--- src/rtl/mem_ctrl_pkg.sv ---
`default_nettype none
// ============================================================================
// Module      : mem_ctrl_pkg
// Description : Shared constants, state encoding and request-validation
//               helpers for the memory access controller.
// Revision    : 1.0
// ============================================================================
package mem_ctrl_pkg;

  // RV32 load/store width encodings carried in funct3
  localparam logic [2:0] F3_B  = 3'b000;
  localparam logic [2:0] F3_H  = 3'b001;
  localparam logic [2:0] F3_W  = 3'b010;
  localparam logic [2:0] F3_BU = 3'b100;
  localparam logic [2:0] F3_HU = 3'b101;

  // Controller state encoding
  typedef enum logic [1:0] {
    ST_IDLE  = 2'd0,
    ST_BUSY  = 2'd1,
    ST_DONE  = 2'd2,
    ST_FAULT = 2'd3
  } state_e;

  // Fault cause codes reported alongside Fault
  localparam logic [1:0] CAUSE_MISALIGN = 2'b01;
  localparam logic [1:0] CAUSE_ILLEGAL  = 2'b10;
  localparam logic [1:0] CAUSE_TIMEOUT  = 2'b11;

  // Unsigned loads have no store counterpart, so bu/hu with a write is illegal
  function automatic logic f3_illegal(input logic [2:0] f3, input logic wr);
    case (f3)
      F3_B, F3_H, F3_W: return 1'b0;
      F3_BU, F3_HU:     return wr;
      default:          return 1'b1;
    endcase
  endfunction

  // Halfwords need an even address, words a 4-byte aligned one
  function automatic logic f3_misaligned(input logic [2:0] f3, input logic [1:0] lo);
    case (f3)
      F3_H, F3_HU: return lo[0];
      F3_W:        return (lo != 2'b00);
      default:     return 1'b0;
    endcase
  endfunction

endpackage
`default_nettype wire

--- src/rtl/mem_access_controller_if.sv ---
`default_nettype none
// ============================================================================
// Module      : mem_access_controller_if
// Description : Pipeline-side request/response and memory-side handshake
//               signals of the memory access controller.
// Revision    : 1.0
// ============================================================================
interface mem_access_controller_if;
  // Pipeline side
  logic        ReqValid;
  logic        ReqWrite;
  logic [2:0]  Funct3;
  logic [31:0] Addr;
  logic [31:0] WriteBus;
  logic        Stall;
  logic        RespValid;
  logic [31:0] ReadDataM;
  logic        Fault;
  logic [1:0]  FaultCause;
  // Memory side
  logic        MemReq;
  logic        MemWe;
  logic [31:0] MemAddr;
  logic [31:0] MemWData;
  logic [3:0]  MemBE;
  logic        MemReady;
  logic [31:0] MemRData;

  // Controller view
  modport slave (
    input  ReqValid, ReqWrite, Funct3, Addr, WriteBus, MemReady, MemRData,
    output Stall, RespValid, ReadDataM, Fault, FaultCause,
    output MemReq, MemWe, MemAddr, MemWData, MemBE
  );

  // Environment view (pipeline plus memory)
  modport master (
    output ReqValid, ReqWrite, Funct3, Addr, WriteBus, MemReady, MemRData,
    input  Stall, RespValid, ReadDataM, Fault, FaultCause,
    input  MemReq, MemWe, MemAddr, MemWData, MemBE
  );
endinterface
`default_nettype wire

--- src/rtl/mem_lane_align.sv ---
`default_nettype none
// ============================================================================
// Module      : mem_lane_align
// Description : Byte-lane steering for stores (data replication and byte
//               enables) and lane extraction/extension for loads.
// Revision    : 1.0
// ============================================================================
module mem_lane_align
  import mem_ctrl_pkg::*;
(
  input  wire logic [2:0]  funct3,
  input  wire logic [1:0]  addr_lo,
  input  wire logic [31:0] write_bus,
  input  wire logic [31:0] mem_rdata,
  output logic      [3:0]  byte_en,
  output logic      [31:0] wdata,
  output logic      [31:0] load_data
);

  logic [7:0]  sel_byte;
  logic [15:0] sel_half;

  assign sel_byte = mem_rdata[{addr_lo, 3'b000} +: 8];
  assign sel_half = mem_rdata[{addr_lo[1], 4'b0000} +: 16];

  // Store path: replicate the source across all lanes, enable the addressed ones
  always_comb begin
    byte_en = 4'b1111;
    wdata   = write_bus;
    case (funct3[1:0])
      2'b00: begin
        byte_en = 4'b0001 << addr_lo;
        wdata   = {4{write_bus[7:0]}};
      end
      2'b01: begin
        byte_en = 4'b0011 << {addr_lo[1], 1'b0};
        wdata   = {2{write_bus[15:0]}};
      end
      default: begin
        byte_en = 4'b1111;
        wdata   = write_bus;
      end
    endcase
  end

  // Load path: pick the addressed lane and sign- or zero-extend it
  always_comb begin
    load_data = mem_rdata;
    case (funct3)
      F3_B:    load_data = {{24{sel_byte[7]}}, sel_byte};
      F3_BU:   load_data = {24'h000000, sel_byte};
      F3_H:    load_data = {{16{sel_half[15]}}, sel_half};
      F3_HU:   load_data = {16'h0000, sel_half};
      default: load_data = mem_rdata;
    endcase
  end

endmodule
`default_nettype wire

--- src/rtl/mem_access_controller.sv ---
`default_nettype none
// ============================================================================
// Module      : mem_access_controller
// Description : Sequences one load/store per pipeline request onto a
//               variable-latency single-port memory, stalls the pipeline
//               until completion and turns bad requests or a hung memory
//               into a one-cycle fault.
// Revision    : 1.0
// ============================================================================
module mem_access_controller
  import mem_ctrl_pkg::*;
#(
  parameter int TIMEOUT = 255
) (
  input  wire logic              clk,
  input  wire logic              reset,
  mem_access_controller_if.slave bus
);

  localparam int CW = (TIMEOUT < 1) ? 1 : $clog2(TIMEOUT + 1);

  localparam logic [1:0] IDLE  = ST_IDLE;
  localparam logic [1:0] BUSY  = ST_BUSY;
  localparam logic [1:0] DONE  = ST_DONE;
  localparam logic [1:0] FAULT = ST_FAULT;

  logic [1:0]    state;
  logic [2:0]    lat_f3;
  logic [1:0]    lat_lo;
  logic          lat_write;
  logic [CW-1:0] wait_cnt;

  logic [2:0]    align_f3;
  logic [1:0]    align_lo;
  logic [3:0]    align_be;
  logic [31:0]   align_wdata;
  logic [31:0]   align_load;
  logic          req_illegal;
  logic          req_misaligned;
  logic          timeout_hit;

  // Lanes come from the live request while accepting it, from the latch after
  assign align_f3 = (state == IDLE) ? bus.Funct3    : lat_f3;
  assign align_lo = (state == IDLE) ? bus.Addr[1:0] : lat_lo;

  assign req_illegal    = f3_illegal(bus.Funct3, bus.ReqWrite);
  assign req_misaligned = f3_misaligned(bus.Funct3, bus.Addr[1:0]);
  // The last permitted wait cycle is the one where the counter reads TIMEOUT-1
  assign timeout_hit    = (wait_cnt == CW'(TIMEOUT - 1));

  mem_lane_align u_align (
    .funct3    (align_f3),
    .addr_lo   (align_lo),
    .write_bus (bus.WriteBus),
    .mem_rdata (bus.MemRData),
    .byte_en   (align_be),
    .wdata     (align_wdata),
    .load_data (align_load)
  );

  // Request FSM with registered memory-side outputs and watchdog
  always_ff @(posedge clk or posedge reset) begin
    if (reset) begin
      state          <= IDLE;
      lat_f3         <= 3'b000;
      lat_lo         <= 2'b00;
      lat_write      <= 1'b0;
      wait_cnt       <= '0;
      bus.MemReq     <= 1'b0;
      bus.MemWe      <= 1'b0;
      bus.MemAddr    <= 32'h0;
      bus.MemWData   <= 32'h0;
      bus.MemBE      <= 4'b0000;
      bus.ReadDataM  <= 32'h0;
      bus.FaultCause <= 2'b00;
    end else begin
      case (state)
        IDLE: begin
          if (bus.ReqValid) begin
            if (req_illegal) begin
              state          <= FAULT;
              bus.FaultCause <= CAUSE_ILLEGAL;
            end else if (req_misaligned) begin
              state          <= FAULT;
              bus.FaultCause <= CAUSE_MISALIGN;
            end else begin
              state        <= BUSY;
              lat_f3       <= bus.Funct3;
              lat_lo       <= bus.Addr[1:0];
              lat_write    <= bus.ReqWrite;
              wait_cnt     <= '0;
              bus.MemReq   <= 1'b1;
              bus.MemWe    <= bus.ReqWrite;
              bus.MemAddr  <= {bus.Addr[31:2], 2'b00};
              bus.MemWData <= bus.ReqWrite ? align_wdata : 32'h0;
              bus.MemBE    <= bus.ReqWrite ? align_be : 4'b0000;
            end
          end
        end
        BUSY: begin
          // A ready in the final permitted cycle still wins over the timeout
          if (bus.MemReady) begin
            state         <= DONE;
            bus.ReadDataM <= lat_write ? 32'h0 : align_load;
            bus.MemReq    <= 1'b0;
            bus.MemWe     <= 1'b0;
            bus.MemBE     <= 4'b0000;
          end else if (timeout_hit) begin
            state          <= FAULT;
            bus.FaultCause <= CAUSE_TIMEOUT;
            bus.MemReq     <= 1'b0;
            bus.MemWe      <= 1'b0;
            bus.MemBE      <= 4'b0000;
          end else begin
            wait_cnt <= wait_cnt + CW'(1);
          end
        end
        DONE:    state <= IDLE;
        FAULT:   state <= IDLE;
        default: state <= IDLE;
      endcase
    end
  end

  // Stall is gated by reset so every output is quiet while reset is held
  assign bus.Stall     = ~reset & (((state == IDLE) & bus.ReqValid) | (state == BUSY));
  assign bus.RespValid = (state == DONE);
  assign bus.Fault     = (state == FAULT);

endmodule
`default_nettype wire

--- src/flat_wrapper.sv ---
// flat-port wrapper written by rule: the top's interface ports become plain ports
module mem_access_controller_flat import mem_ctrl_pkg::*;
#(
  parameter int TIMEOUT = 255
)
  (clk, reset, bus_ReqValid, bus_ReqWrite, bus_Funct3, bus_Addr, bus_WriteBus, bus_MemReady, bus_MemRData, bus_Stall, bus_RespValid, bus_ReadDataM, bus_Fault, bus_FaultCause, bus_MemReq, bus_MemWe, bus_MemAddr, bus_MemWData, bus_MemBE);
  mem_access_controller_if bus_i ();
  input  wire logic clk;
  input  wire logic reset;
  input wire logic [$bits(bus_i.ReqValid)-1:0] bus_ReqValid;
  input wire logic [$bits(bus_i.ReqWrite)-1:0] bus_ReqWrite;
  input wire logic [$bits(bus_i.Funct3)-1:0] bus_Funct3;
  input wire logic [$bits(bus_i.Addr)-1:0] bus_Addr;
  input wire logic [$bits(bus_i.WriteBus)-1:0] bus_WriteBus;
  input wire logic [$bits(bus_i.MemReady)-1:0] bus_MemReady;
  input wire logic [$bits(bus_i.MemRData)-1:0] bus_MemRData;
  output wire logic [$bits(bus_i.Stall)-1:0] bus_Stall;
  output wire logic [$bits(bus_i.RespValid)-1:0] bus_RespValid;
  output wire logic [$bits(bus_i.ReadDataM)-1:0] bus_ReadDataM;
  output wire logic [$bits(bus_i.Fault)-1:0] bus_Fault;
  output wire logic [$bits(bus_i.FaultCause)-1:0] bus_FaultCause;
  output wire logic [$bits(bus_i.MemReq)-1:0] bus_MemReq;
  output wire logic [$bits(bus_i.MemWe)-1:0] bus_MemWe;
  output wire logic [$bits(bus_i.MemAddr)-1:0] bus_MemAddr;
  output wire logic [$bits(bus_i.MemWData)-1:0] bus_MemWData;
  output wire logic [$bits(bus_i.MemBE)-1:0] bus_MemBE;
  assign bus_i.ReqValid = bus_ReqValid;
  assign bus_i.ReqWrite = bus_ReqWrite;
  assign bus_i.Funct3 = bus_Funct3;
  assign bus_i.Addr = bus_Addr;
  assign bus_i.WriteBus = bus_WriteBus;
  assign bus_i.MemReady = bus_MemReady;
  assign bus_i.MemRData = bus_MemRData;
  assign bus_Stall = bus_i.Stall;
  assign bus_RespValid = bus_i.RespValid;
  assign bus_ReadDataM = bus_i.ReadDataM;
  assign bus_Fault = bus_i.Fault;
  assign bus_FaultCause = bus_i.FaultCause;
  assign bus_MemReq = bus_i.MemReq;
  assign bus_MemWe = bus_i.MemWe;
  assign bus_MemAddr = bus_i.MemAddr;
  assign bus_MemWData = bus_i.MemWData;
  assign bus_MemBE = bus_i.MemBE;
  mem_access_controller #(.TIMEOUT(TIMEOUT)) u_core (.clk(clk), .reset(reset), .bus(bus_i));
endmodule
--- config.mk ---
export PLATFORM = sky130hd
export DESIGN_NAME = mem_access_controller_flat
export DESIGN_NICKNAME = d
export VERILOG_FILES = /design/src/rtl/mem_ctrl_pkg.sv /design/src/rtl/mem_access_controller_if.sv /design/src/rtl/mem_lane_align.sv /design/src/rtl/mem_access_controller.sv /design/src/flat_wrapper.sv
export SDC_FILE = /design/constraint.sdc
export NUM_CORES = 1
export LEC_CHECK = 0
export CAP_MARGIN = 20
export CORE_MARGIN = 2
export CORE_UTILIZATION = 45
export CTS_CLUSTER_DIAMETER = 200
export DETAILED_ROUTE_END_ITERATION = 10
export HOLD_SLACK_MARGIN = 0.08
export PLACE_DENSITY = 0.81
export SETUP_SLACK_MARGIN = 0.4
export SLEW_MARGIN = 10
export SYNTH_ARGS = -nofsm -noshare
export SYNTH_HDL_FRONTEND = slang
export SYNTH_SLANG_ARGS = --single-unit
--- constraint.sdc ---
create_clock -name clk -period 4.38 [get_ports clk]
set_input_delay 0.657 -clock clk [delete_from_list [all_inputs] [get_ports clk]]
set_output_delay 0.657 -clock clk [all_outputs]
set_load 0.02 [all_outputs]
==> key figures, run 1 <==
Status
  – Status: complete, no violations

STA
  – Final setup viols: 0
  – Clock Skews: 0.006158 ns
  – Final worst slack: 1.448 ns
  – Hold slack: 0.4750 ns
  – Worst-Margin Slew: 1.076 ns
  – Setup TNS: 0 ns
  – Final Cycle Share: 0.6694
  – Final Max Tran Viols: 0
  – Worst slew margin: 0.2829
  – Final Hold Fails: 0
  – RSZ-0062 raised after global routing: no
  – Tmin final: 2.932 ns
  – F_max: 0.3410 GHz

Die
  – Core area: 12060 sq um
  – IO Count: 211
  – Die area: 13310 sq um
  – DIE WIDTH: 115.4 microns
  – Die Y: 115.4 microns
  – Initial Util: 0.4628
  – Rows: 40

Global routing
  – Vias in the first global route: 5726
  – First-pass GRT wire length: 28720 microns
  – Overflow after GRT: 0
  – Largest net degree at the start of global routing: 76
  – All-layer global routing usage: 0.2788
  – Antenna violations before repair: 0

Synthesis
  – Ranking of synthesized cells by area: dfrtp_1 (53%), nand2_1 (14%), o21ai_0 (4.8%)
  – Synth area leader: dfrtp_1
  – Top-area cell type share of the netlist area: 0.5290
  – Post-synth EDFFs: 0
  – Number of synthesized register bits: 118
  – Count leader, synth: nand2_1
  – Most frequent cells after synthesis: nand2_1 (205), dfrtp_1 (118), o21ai_0 (54)
  – Syn_area_per_cell: 9.135 sq um
  – Yosys cell types: 59
  – Synth warnings: 0
  – Mapped Cells: 611
  – Synthesized area: 5582 sq um
  – Top FF cell, synth: dfrtp_1
  – Seq/Total Area, Yosys: 0.5290
  – Asr flop ratio synth: 1.000

Setup path
  – Reg-to-Reg End: u_core.bus.MemBE[1]
  – Slowest cell on the critical path: nor2_2
  – Critical path arrival: 3.27 ns
  – Kind of cell adding the most delay to the critical path: simple AND/OR/NAND/NOR gates
  – Worst EP required: 4.72 ns
  – Cell count along the critical path: 5
  – CP peak stage delay: 0.71 ns
  – WP buf/inv: 0
  – Crit-path cells: nor2_2 > o211a_1 > nand2_1 > nor2_1 > a22o_1
  – Reg-to-Reg Start: u_core.state[0]
  – Reg2reg path depth: 5
  – Setup slack, reg-to-reg: 1.45 ns
  – Setup CP Type: flop to flop
  – Startpoint class of the critical path: flop
  – Worst-path fanout max: 20
  – Crit end category: flop

Detailed routing
  – DRT antenna net count: 0
  – Post-DR wirelength/cell: 18.26 microns
  – DRC viols: 0
  – Drt pass-1 iters: 6
  – Via density: 5.629
  – Iteration-0 DRC Markers: 485
  – Vias: 5578
  – Final wirelength: 18100 microns

Final layout
  – Filler cells: 936
  – NumNets Final: 916
  – Ant diodes: 0
  – Layout area overhead: 49.85%
  – Post-layout util: 0.6935
  – Finished Layout Cells: 991
  – Design area: 8364 sq um
  – Share of cells above drive strength 1: 0.07412

Power and ir drop
  – Power per cell area: 772.0 nW/um^2
  – Tot Pwr: 6.457 mW
  – VDD IR max: 0.3621 mV
  – Leak pwr: 3.689 nW

Min path
  – Hold_sp: u_core.bus.MemWData[5]
  – Hold EP: u_core.bus.MemWData[5]
  – Hold path cells: 2
  – Worst Hold Class: flop to flop

Placed design
  – Post-Place Cell Area: 7774 sq um
  – PortBufs: 208
  – Pre-CTS setup slack: 1.101 ns
  – GPL Wtd Cong: 0.9016
  – Post-detail-place hpwl: 12940 microns
  – Inst Count DP: 959

Clock network
  – CTS clk-pin slew, worst paths: 0.06 ns
  – CTS sink cnt: 118
  – Cts bufs inserted: 17
  – Hold-fix buffer count after cts: 0
  – Clock latency on the worst-skew pair: 0.41 ns
  – Max H-tree Level: 4
  – Post-CTS Resized: 0
  – Clock Tree Root: clkbuf_16
  – Setup bufs post-CTS: 0
  – CTS tree: built
  – CTS max path bufs: 2

Job
  – Total of max-cap violations: 0
## sequential cells by signal, summed over array words and instances, names as in the netlist
| register | flops |
|---|---|
| u_core.lat_write | 1 |
| u_core.bus.ReadDataM | 32 |
| u_core.bus.MemAddr | 30 |
| u_core.bus.MemBE | 4 |
| u_core.lat_f3 | 3 |
| u_core.lat_lo | 2 |
| u_core.wait_cnt | 8 |
| u_core.bus.MemReq | 1 |
| u_core.bus.FaultCause | 2 |
| u_core.bus.MemWData | 32 |
| u_core.bus.MemWe | 1 |
| u_core.state | 2 |
## power breakdown
group	switching [mW]	internal (mW)	total, mW
registers	0.348	1.57	1.92
logic	1.80	1.36	3.16
clock network	0.522	0.855	1.38
## tightest hold or removal path: cells and delay by family, from the launching register on
kind / cells / cell delay, ns
DFF: 1 / 0.34
and+or+nand+nor: 2 / 0.10
## metal layers
layer  global-route usage  vias up  share of wire
li1                     -     2517              -
met3              0.09331       53           0.10
met5                    0        -              0
met4               0.1269        0          0.033
met2               0.4511      336           0.48
met1               0.3386     2672           0.39
## worst max-delay path by stage
| stage | startpoint | to |
|---|---|---|
| 2_1_floorplan | reset | u_core.bus.FaultCause[0] |
| 3_3_place_gp | bus_Addr[1] | u_core.bus.ReadDataM[19] |
| 3_5_place_dp | bus_Addr[1] | u_core.bus.ReadDataM[31] |
| 4_1_cts | u_core.state[0] | u_core.bus.MemWData[17] |
| 5_1_grt | u_core.state[0] | u_core.bus.MemWData[17] |
| 6_report | u_core.state[0] | u_core.bus.MemBE[1] |
## final cells by class
cell class | count | area, sq um | share of cell area
sequential | 118 | 2953 | 0.3530
multi-input combinational | 453 | 2439 | 0.2915
timing repair buffer | 216 | 2155 | 0.2576
clock buffer | 18 | 439.2 | 0.05251
tap | 168 | 210.2 | 0.02513
clock inverter | 14 | 151.4 | 0.01810
inverter | 4 | 17.52 | 0.002094
## logic make-up (layout without fill, tap and decap cells)
logic type | count (synthesis) | in the layout | share of synthesized area
and+or+nand+nor | 266 | 266 | 0.2011
AOI/OAI and AO/OA | 161 | 161 | 0.1894
DFF | 118 | 118 | 0.5290
buffers and inverters | 41 | 252 | 0.03564
muxes | 20 | 20 | 0.03654
adders and majority gates | 2 | 2 | 0.004483
xor gates and xnor gates | 2 | 2 | 0.003139
other | 1 | 2 | 0.0006718
## placed cells by master (no fill, tap or decap), types with 8 or more instances in the layout
| cell type | netlist | final |
|---|---|---|
| a21oi_1 | 24 | 24 |
| o21ai_1 | 12 | 12 |
| a22o_1 | 9 | 9 |
| o22ai_1 | 15 | 15 |
| o21ai_0 | 54 | 54 |
| o31ai_1 | 9 | 9 |
| clkbuf_16 | 0 | 17 |
| nand2_1 | 205 | 205 |
| clkinvlp_4 | 0 | 8 |
| mux2i_1 | 17 | 17 |
| nand3_1 | 15 | 14 |
| nor2_1 | 13 | 13 |
| dfrtp_1 | 118 | 118 |
| a31oi_1 | 8 | 8 |
| clkdlybuf4s50_1 | 0 | 208 |
Note: power is estimated with default switching activity, not from simulation.
==> inputs of run 2 (changes only) <==
==> constraint.sdc (replaced) <==
create_clock -name clk -period 3 [get_ports clk]
set_input_delay 0.45 -clock clk [delete_from_list [all_inputs] [get_ports clk]]
set_output_delay 0.45 -clock clk [all_outputs]
set_load 0.02 [all_outputs]
==> run 2 against run 1 <==
First-iteration DRC count rose by 26%. Final cell count rose by 0.61%. Sequential power grew 46%. Critical endpoint is now bus_Stall. Largest cell class unchanged. Largest power group unchanged. Highest routed layer unchanged.
==> key figures, run 2 (synthesis results as in run 1) <==
Final layout
  – Most common cell after layout, fill and taps aside: clkdlybuf4s50_1
  – Ant diodes: 0 (unchanged)
  – Design area: 8461 sq um (+1.2%)
  – Layout area overhead: 51.58%
  – Post-layout util: 0.7015 (+0.007987)
  – NumNets Final: 922 (+0.66%)
  – Filler cells: 903 (-3.5%)
  – Share of cells above drive strength 1: 0.08203 (+0.007907)
  – Largest regs: u_core.bus.MemWData x32, u_core.bus.ReadDataM x32, u_core.bus.MemAddr x30
  – Most frequent cells in the layout: clkdlybuf4s50_1 (208), nand2_1 (205), dfrtp_1 (118)

Detailed routing
  – Post-DR wirelength/cell: 18.09 microns (-0.97%)
  – Final wirelength: 18030 microns (-0.37%)
  – Iteration-0 DRC Markers: 612 (+26%)
  – Drt pass-1 iters: 6 (unchanged)
  – Vias: 5625 (+0.84%)
  – DRC viols: 0 (unchanged)
  – DRT antenna net count: 0 (unchanged)
  – Via density: 5.642 (+0.24%)

Clock network
  – Hold-fix buffer count after cts: 0 (unchanged)
  – Clock latency on the worst-skew pair: 0.42 ns (about the same)
  – Clock Tree Root: clkbuf_16
  – CTS max path bufs: 2 (unchanged)
  – Setup bufs post-CTS: 0 (unchanged)
  – CTS tree: built
  – CTS clk-pin slew, worst paths: 0.06 ns (about the same)
  – Cts bufs inserted: 17 (unchanged)
  – Post-CTS Resized: 0 (unchanged)
  – CTS sink cnt: 118 (unchanged)
  – Max H-tree Level: 4 (unchanged)

Placed design
  – Post-detail-place hpwl: 12760 microns (-1.5%)
  – PortBufs: 208 (unchanged)
  – Post-Place Cell Area: 7863 sq um (+1.1%)
  – GPL Wtd Cong: 0.8829 (-2.1%)

Power and ir drop
  – Power per cell area: 1120 nW/um^2 (+45%)
  – Leak pwr: 3.741 nW (+1.4%)
  – VDD IR max: 0.6742 mV (+86%)

Die
  – Rows: 40 (unchanged)
  – IO Count: 211 (unchanged)
  – Initial Util: 0.4628 (unchanged)
  – DIE WIDTH: 115.4 microns (unchanged)
  – Core area: 12060 sq um (unchanged)
  – Die Y: 115.4 microns (unchanged)
  – Die area: 13310 sq um (unchanged)

Global routing
  – Antenna violations before repair: 0 (unchanged)
  – All-layer global routing usage: 0.2799 (+0.001179)
  – First-pass GRT wire length: 28810 microns (+0.31%)
  – Vias in the first global route: 5788 (+1.1%)
  – Largest net degree at the start of global routing: 64 (-16%)
  – Overflow after GRT: 0 (unchanged)

STA
  – RSZ-0062 raised after global routing: no
  – Final setup viols: 0 (unchanged)
  – Worst-Margin Slew: 0.7852 ns (-0.2905 ns)
  – Hold slack: 0.4711 ns (-0.003940 ns)
  – Setup TNS: 0 ns (unchanged)
  – Final Cycle Share: 0.8125
  – Clock Skews: 0.008256 ns (+0.002098 ns)
  – Worst slew margin: 0.4734 (+0.1905)
  – F_max: 0.4103 GHz
  – Final Hold Fails: 0 (unchanged)
  – Tmin final: 2.437 ns
  – Final Max Tran Viols: 0 (unchanged)

Setup path
  – Setup CP Type: flop to primary output
  – Reg2reg path depth: 5 (unchanged)
  – Crit-path cells: nor2_1 > nor3_1 > clkdlybuf4s50_1
  – Setup slack, reg-to-reg: 0.61 ns (-0.84 ns)
  – Startpoint class of the critical path: flop
  – Critical path arrival: 1.99 ns (-1.28 ns)
  – Worst EP required: 2.55 ns (-2.17 ns)
  – CP peak stage delay: 0.67 ns (-0.04 ns)
  – Reg-to-Reg End: u_core.bus.ReadDataM[17]
  – Reg-to-Reg Start: u_core.state[0]
  – Slowest cell on the critical path: dfrtp_1
  – Crit end category: primary output
  – Worst-path fanout max: 16 (-20%)

Min path
  – Hold_sp: u_core.bus.MemWData[6]
  – Worst Hold Class: flop to flop
  – Hold EP: u_core.bus.MemWData[6]
  – Hold path cells: 2 (unchanged)

Status
  – Status: complete, no violations

Job
  – Total of max-cap violations: 0 (unchanged)
run 2: how the worst max path moves through the flow:
stage,slack [ns],end,cells after the start,from
final,0.56,bus_Stall,3,u_core.state[0]
after global routing,0.41,bus_Stall,3,u_core.state[0]
after CTS,0.53,u_core.bus.ReadDataM[21],6,u_core.state[0]
after detailed placement,0.22,u_core.bus.ReadDataM[21],6,bus_Addr[1]
after global placement,0.30,u_core.bus.ReadDataM[17],6,bus_Addr[1]
after floorplan,0.99,u_core.bus.ReadDataM[10],6,bus_Funct3[1]
run 2: power breakdown:
part	switching, mW	internal [mW]
combinational	2.63	2.06
sequential	0.504	2.30
clock	0.760	1.22
run 2: worst max-delay path: cells and delay by family (launching register included):
| family | cells | cell delay (ns) |
|---|---|---|
| AND/OR/NAND/NOR | 2 | 0.27 |
| buffers and inverters | 1 | 0.63 |
| flip-flops | 1 | 0.67 |
run 2: per-stage QoR:
step                total power [mW]  instances  setup slack (ns)
floorplan                      5.348        612            0.9913
global placement               7.278        964            0.3001
detailed placement             7.422        964            0.2153
CTS                            9.460        996            0.5269
global route                   10.02        997            0.4110
finish                         9.474        997            0.5626
run 2: layout make-up:
cell class	count	area, sq um	share of cell area
inverter	4	18.77	0.002218
clock inverter	15	156.4	0.01849
tap	168	210.2	0.02484
clock buffer	17	425.4	0.05028
timing repair buffer	222	2250	0.2659
multi-input combinational	453	2447	0.2893
sequential	118	2953	0.3490
run 2: metal layers:
layer	vias to the layer above	routed length (microns)	GRT usage
met2	325	8551	0.4503
met1	2708	7105	0.3434
met3	61	1781	0.09278
li1	2531	-	-
met5	-	0	0
met4	0	594	0.1261
==> inputs of run 3 (changes only) <==
--- a/config.mk
+++ b/config.mk
@@ -7,11 +7,11 @@
 export LEC_CHECK = 0
 export CAP_MARGIN = 20
 export CORE_MARGIN = 2
-export CORE_UTILIZATION = 45
+export CORE_UTILIZATION = 40
 export CTS_CLUSTER_DIAMETER = 200
 export DETAILED_ROUTE_END_ITERATION = 10
 export HOLD_SLACK_MARGIN = 0.08
-export PLACE_DENSITY = 0.81
+export PLACE_DENSITY = 0.77
 export SETUP_SLACK_MARGIN = 0.4
 export SLEW_MARGIN = 10
 export SYNTH_ARGS = -nofsm -noshare
==> constraint.sdc (replaced) <==
create_clock -name clk -period 2 [get_ports clk]
set_input_delay 0.3 -clock clk [delete_from_list [all_inputs] [get_ports clk]]
set_output_delay 0.3 -clock clk [all_outputs]
set_load 0.02 [all_outputs]
==> run 3 against run 2 <==
Sequential share of layout area is 5.9 points lower. The flow now finishes with violations (negative setup slack). Largest power group unchanged. Count of clock-buffer cells in the layout is 6 higher. Power is 78% higher. Sequential power is 51% higher. Largest cell class is now multi-input combinational cells. Highest routed layer unchanged. Via count is 9.8% higher. Register-to-register slack worse by 0.64 ns.
==> key figures, run 3 (synthesis results as in run 1) <==
STA
  – Clock Skews: 0.006616 ns (-0.001640 ns)
  – Tmin final: 2.034 ns
  – Final Hold Fails: 0 (unchanged)
  – Worst-Margin Slew: 0.7591 ns (-0.02607 ns)
  – Hold slack: 0.3774 ns (-0.09371 ns)
  – Final setup viols: 7 (+7)
  – F_max: 0.4918 GHz
  – Worst slew margin: 0.4939 (+0.02053)
  – Final Max Tran Viols: 0 (unchanged)
  – Final Cycle Share: 1.017
  – Final worst slack: -0.03352 ns (-0.5961 ns)
  – RSZ-0062 raised after global routing: yes

Final layout
  – Design area: 10200 sq um (+21%)
  – Layout area overhead: 82.81%
  – Area occupied by multi-input gates: 3331 sq um (+36%)
  – Share of cells above drive strength 1: 0.3108 (+0.2287)
  – Largest regs: u_core.bus.MemWData x32, u_core.bus.ReadDataM x32, u_core.bus.MemAddr x30
  – Most common cell after layout, fill and taps aside: nand2_1
  – NumNets Final: 994 (+7.8%)
  – Reg area: 2957 sq um (+0.13%)
  – Filler cells: 905 (+0.22%)
  – Most frequent cells in the layout: nand2_1 (147), dfrtp_1 (115), dlygate4sd2_1 (106)

Detailed routing
  – Iteration-0 DRC Markers: 747 (+22%)
  – Final wirelength: 23220 microns (+29%)
  – DRC viols: 0 (unchanged)
  – Via density: 5.707 (+1.2%)
  – Post-DR wirelength/cell: 21.46 microns (+19%)
  – Drt pass-1 iters: 7 (+1)
  – Vias: 6175 (+9.8%)
  – DRT antenna net count: 0 (unchanged)

Clock network
  – CTS max path bufs: 2 (unchanged)
  – Clock Tree Root: clkbuf_16
  – CTS sink cnt: 118 (unchanged)
  – Clock latency on the worst-skew pair: 0.43 ns (about the same)
  – Cts bufs inserted: 17 (unchanged)
  – CTS tree: built
  – CTS clk-pin slew, worst paths: 0.06 ns (about the same)
  – Max H-tree Level: 4 (unchanged)

Die
  – Core area: 13770 sq um (+14%)
  – Die Y: 122.1 microns (+5.9%)
  – DIE WIDTH: 122.1 microns (+5.9%)
  – IO Count: 211 (unchanged)
  – Rows: 43 (+7.5%)
  – Initial Util: 0.4053 (-0.05751)
  – Die area: 14910 sq um (+12%)

Power and ir drop
  – VDD IR max: 0.8807 mV (+31%)
  – Leak pwr: 4.859 nW (+30%)
  – Power per cell area: 1657 nW/um^2 (+48%)
  – Tot Pwr: 16.91 mW (+78%)

Job
  – Total of max-cap violations: 0 (unchanged)

Placed design
  – GPL Wtd Cong: 0.9121 (+3.3%)
  – Post-detail-place hpwl: 13250 microns (+3.9%)
  – Post-Place Cell Area: 8175 sq um (+4.0%)
  – PortBufs: 208 (unchanged)

Global routing
  – All-layer global routing usage: 0.2702 (-0.009724)
  – Overflow after GRT: 0 (unchanged)
  – First-pass GRT wire length: 30800 microns (+6.9%)
  – Vias in the first global route: 5976 (+3.2%)
  – Largest net degree at the start of global routing: 53 (-17%)
  – Antenna violations before repair: 1 (+1)

Setup path
  – CP peak stage delay: 0.48 ns (-0.19 ns)
  – Worst EP required: 2.30 ns (-0.25 ns)
  – Startpoint class of the critical path: flop
  – Slowest cell on the critical path: dfrtp_2
  – Reg2reg path depth: 6 (+1)
  – Worst-path fanout max: 7 (-9)
  – Crit end category: flop
  – Critical path arrival: 2.34 ns (+0.35 ns)
  – Setup CP Type: flop to flop
  – Crit-path cells: or3b_4 > nand2_4 > mux2_4 > a221oi_4 > buf_6 > o21ai_1

Min path
  – Worst Hold Class: input pin to asynchronous set/reset pin

Status
  – Violated checks: negative setup slack
  – Status: complete, but fails checks
[run 3: cell types whose count changed in the layout (fill, tap and decap cells not counted), sizes merged, moves of 3 or more]
cell / previous run / this run
clkinv: 7 / 3
bufinv: 2 / 5
clkbuf: 17 / 30
dlygate4sd2: 0 / 106
clkinvlp: 6 / 2
buf: 14 / 81
clkdlybuf4s50: 208 / 99
[run 3: power breakdown]
group | internal (mW) | switching (mW) | total [mW]
Sequential | 3.45 | 0.787 | 4.24
Combinational | 4.06 | 5.21 | 9.27
Clock | 2.27 | 1.13 | 3.40
Total | 9.79 | 7.12 | 16.9
[run 3: repair_timing]
action,in CTS,in global routing
gates resized for setup,196,206
endpoints found under the hold margin,0,0
gates cloned,4,8
buffers inserted,12,16
setup endpoints to repair,221,115
hold buffers,0,0
pin swaps,36,36
[run 3: worst paths after layout]
kind / start / endpoint / slack (ns)
min reg2reg: u_core.bus.MemWData[0] / u_core.bus.MemWData[0] / 0.46
min in group clk: bus_Addr[12] / u_core.bus.MemAddr[12] / 0.41
max reg2reg: u_core.state[1] / u_core.bus.ReadDataM[13] / -0.03
max in group asynchronous: reset / u_core.bus.MemAddr[16] / 1.29
min: reset / u_core.wait_cnt[0] / 0.38
max: u_core.state[1] / u_core.bus.ReadDataM[13] / -0.03
[run 3: worst max-delay path, delay by kind of cell (launching register included)]
family          cells  cell delay (ns)
simple gates        2             0.55
flops               1             0.48
compound gates      2             0.38
mux                 1             0.33
buf+inv             1             0.17
[run 3: cell type report]
| type | instances | area share |
|---|---|---|
| antenna | 1 | 0.0002452 |
| clock buffer | 23 | 0.04586 |
| clock inverter | 9 | 0.01692 |
| inverter | 4 | 0.001839 |
| multi-input combinational | 454 | 0.3264 |
| sequential | 118 | 0.2898 |
| tap | 180 | 0.02207 |
| timing repair buffer | 293 | 0.2969 |
[run 3: routing by layer]
| metal | vias up | wire length (microns) | part of all wire | track usage |
|---|---|---|---|---|
| met4 | 0 | 1237 | 0.053 | 0.1236 |
| li1 | 2702 | - | - | - |
| met3 | 101 | 1876 | 0.081 | 0.07210 |
| met5 | - | 0 | 0 | 0 |
| met1 | 2990 | 8519 | 0.37 | 0.3179 |
| met2 | 382 | 11580 | 0.50 | 0.4612 |
[run 3: metrics by stage]
step	TNS [ns]	setup slack, ns	cells	util
final	-0.1632	-0.03352	1082	0.7408
after detailed placement	-27.52	-0.3674	1009	0.5936
after CTS	0	0.07344	1057	0.6628
after global routing	-0.4432	-0.06498	1082	0.7408
after global placement	-20.66	-0.3231	1009	0.5936
after floorplan	0	0.08345	612	-
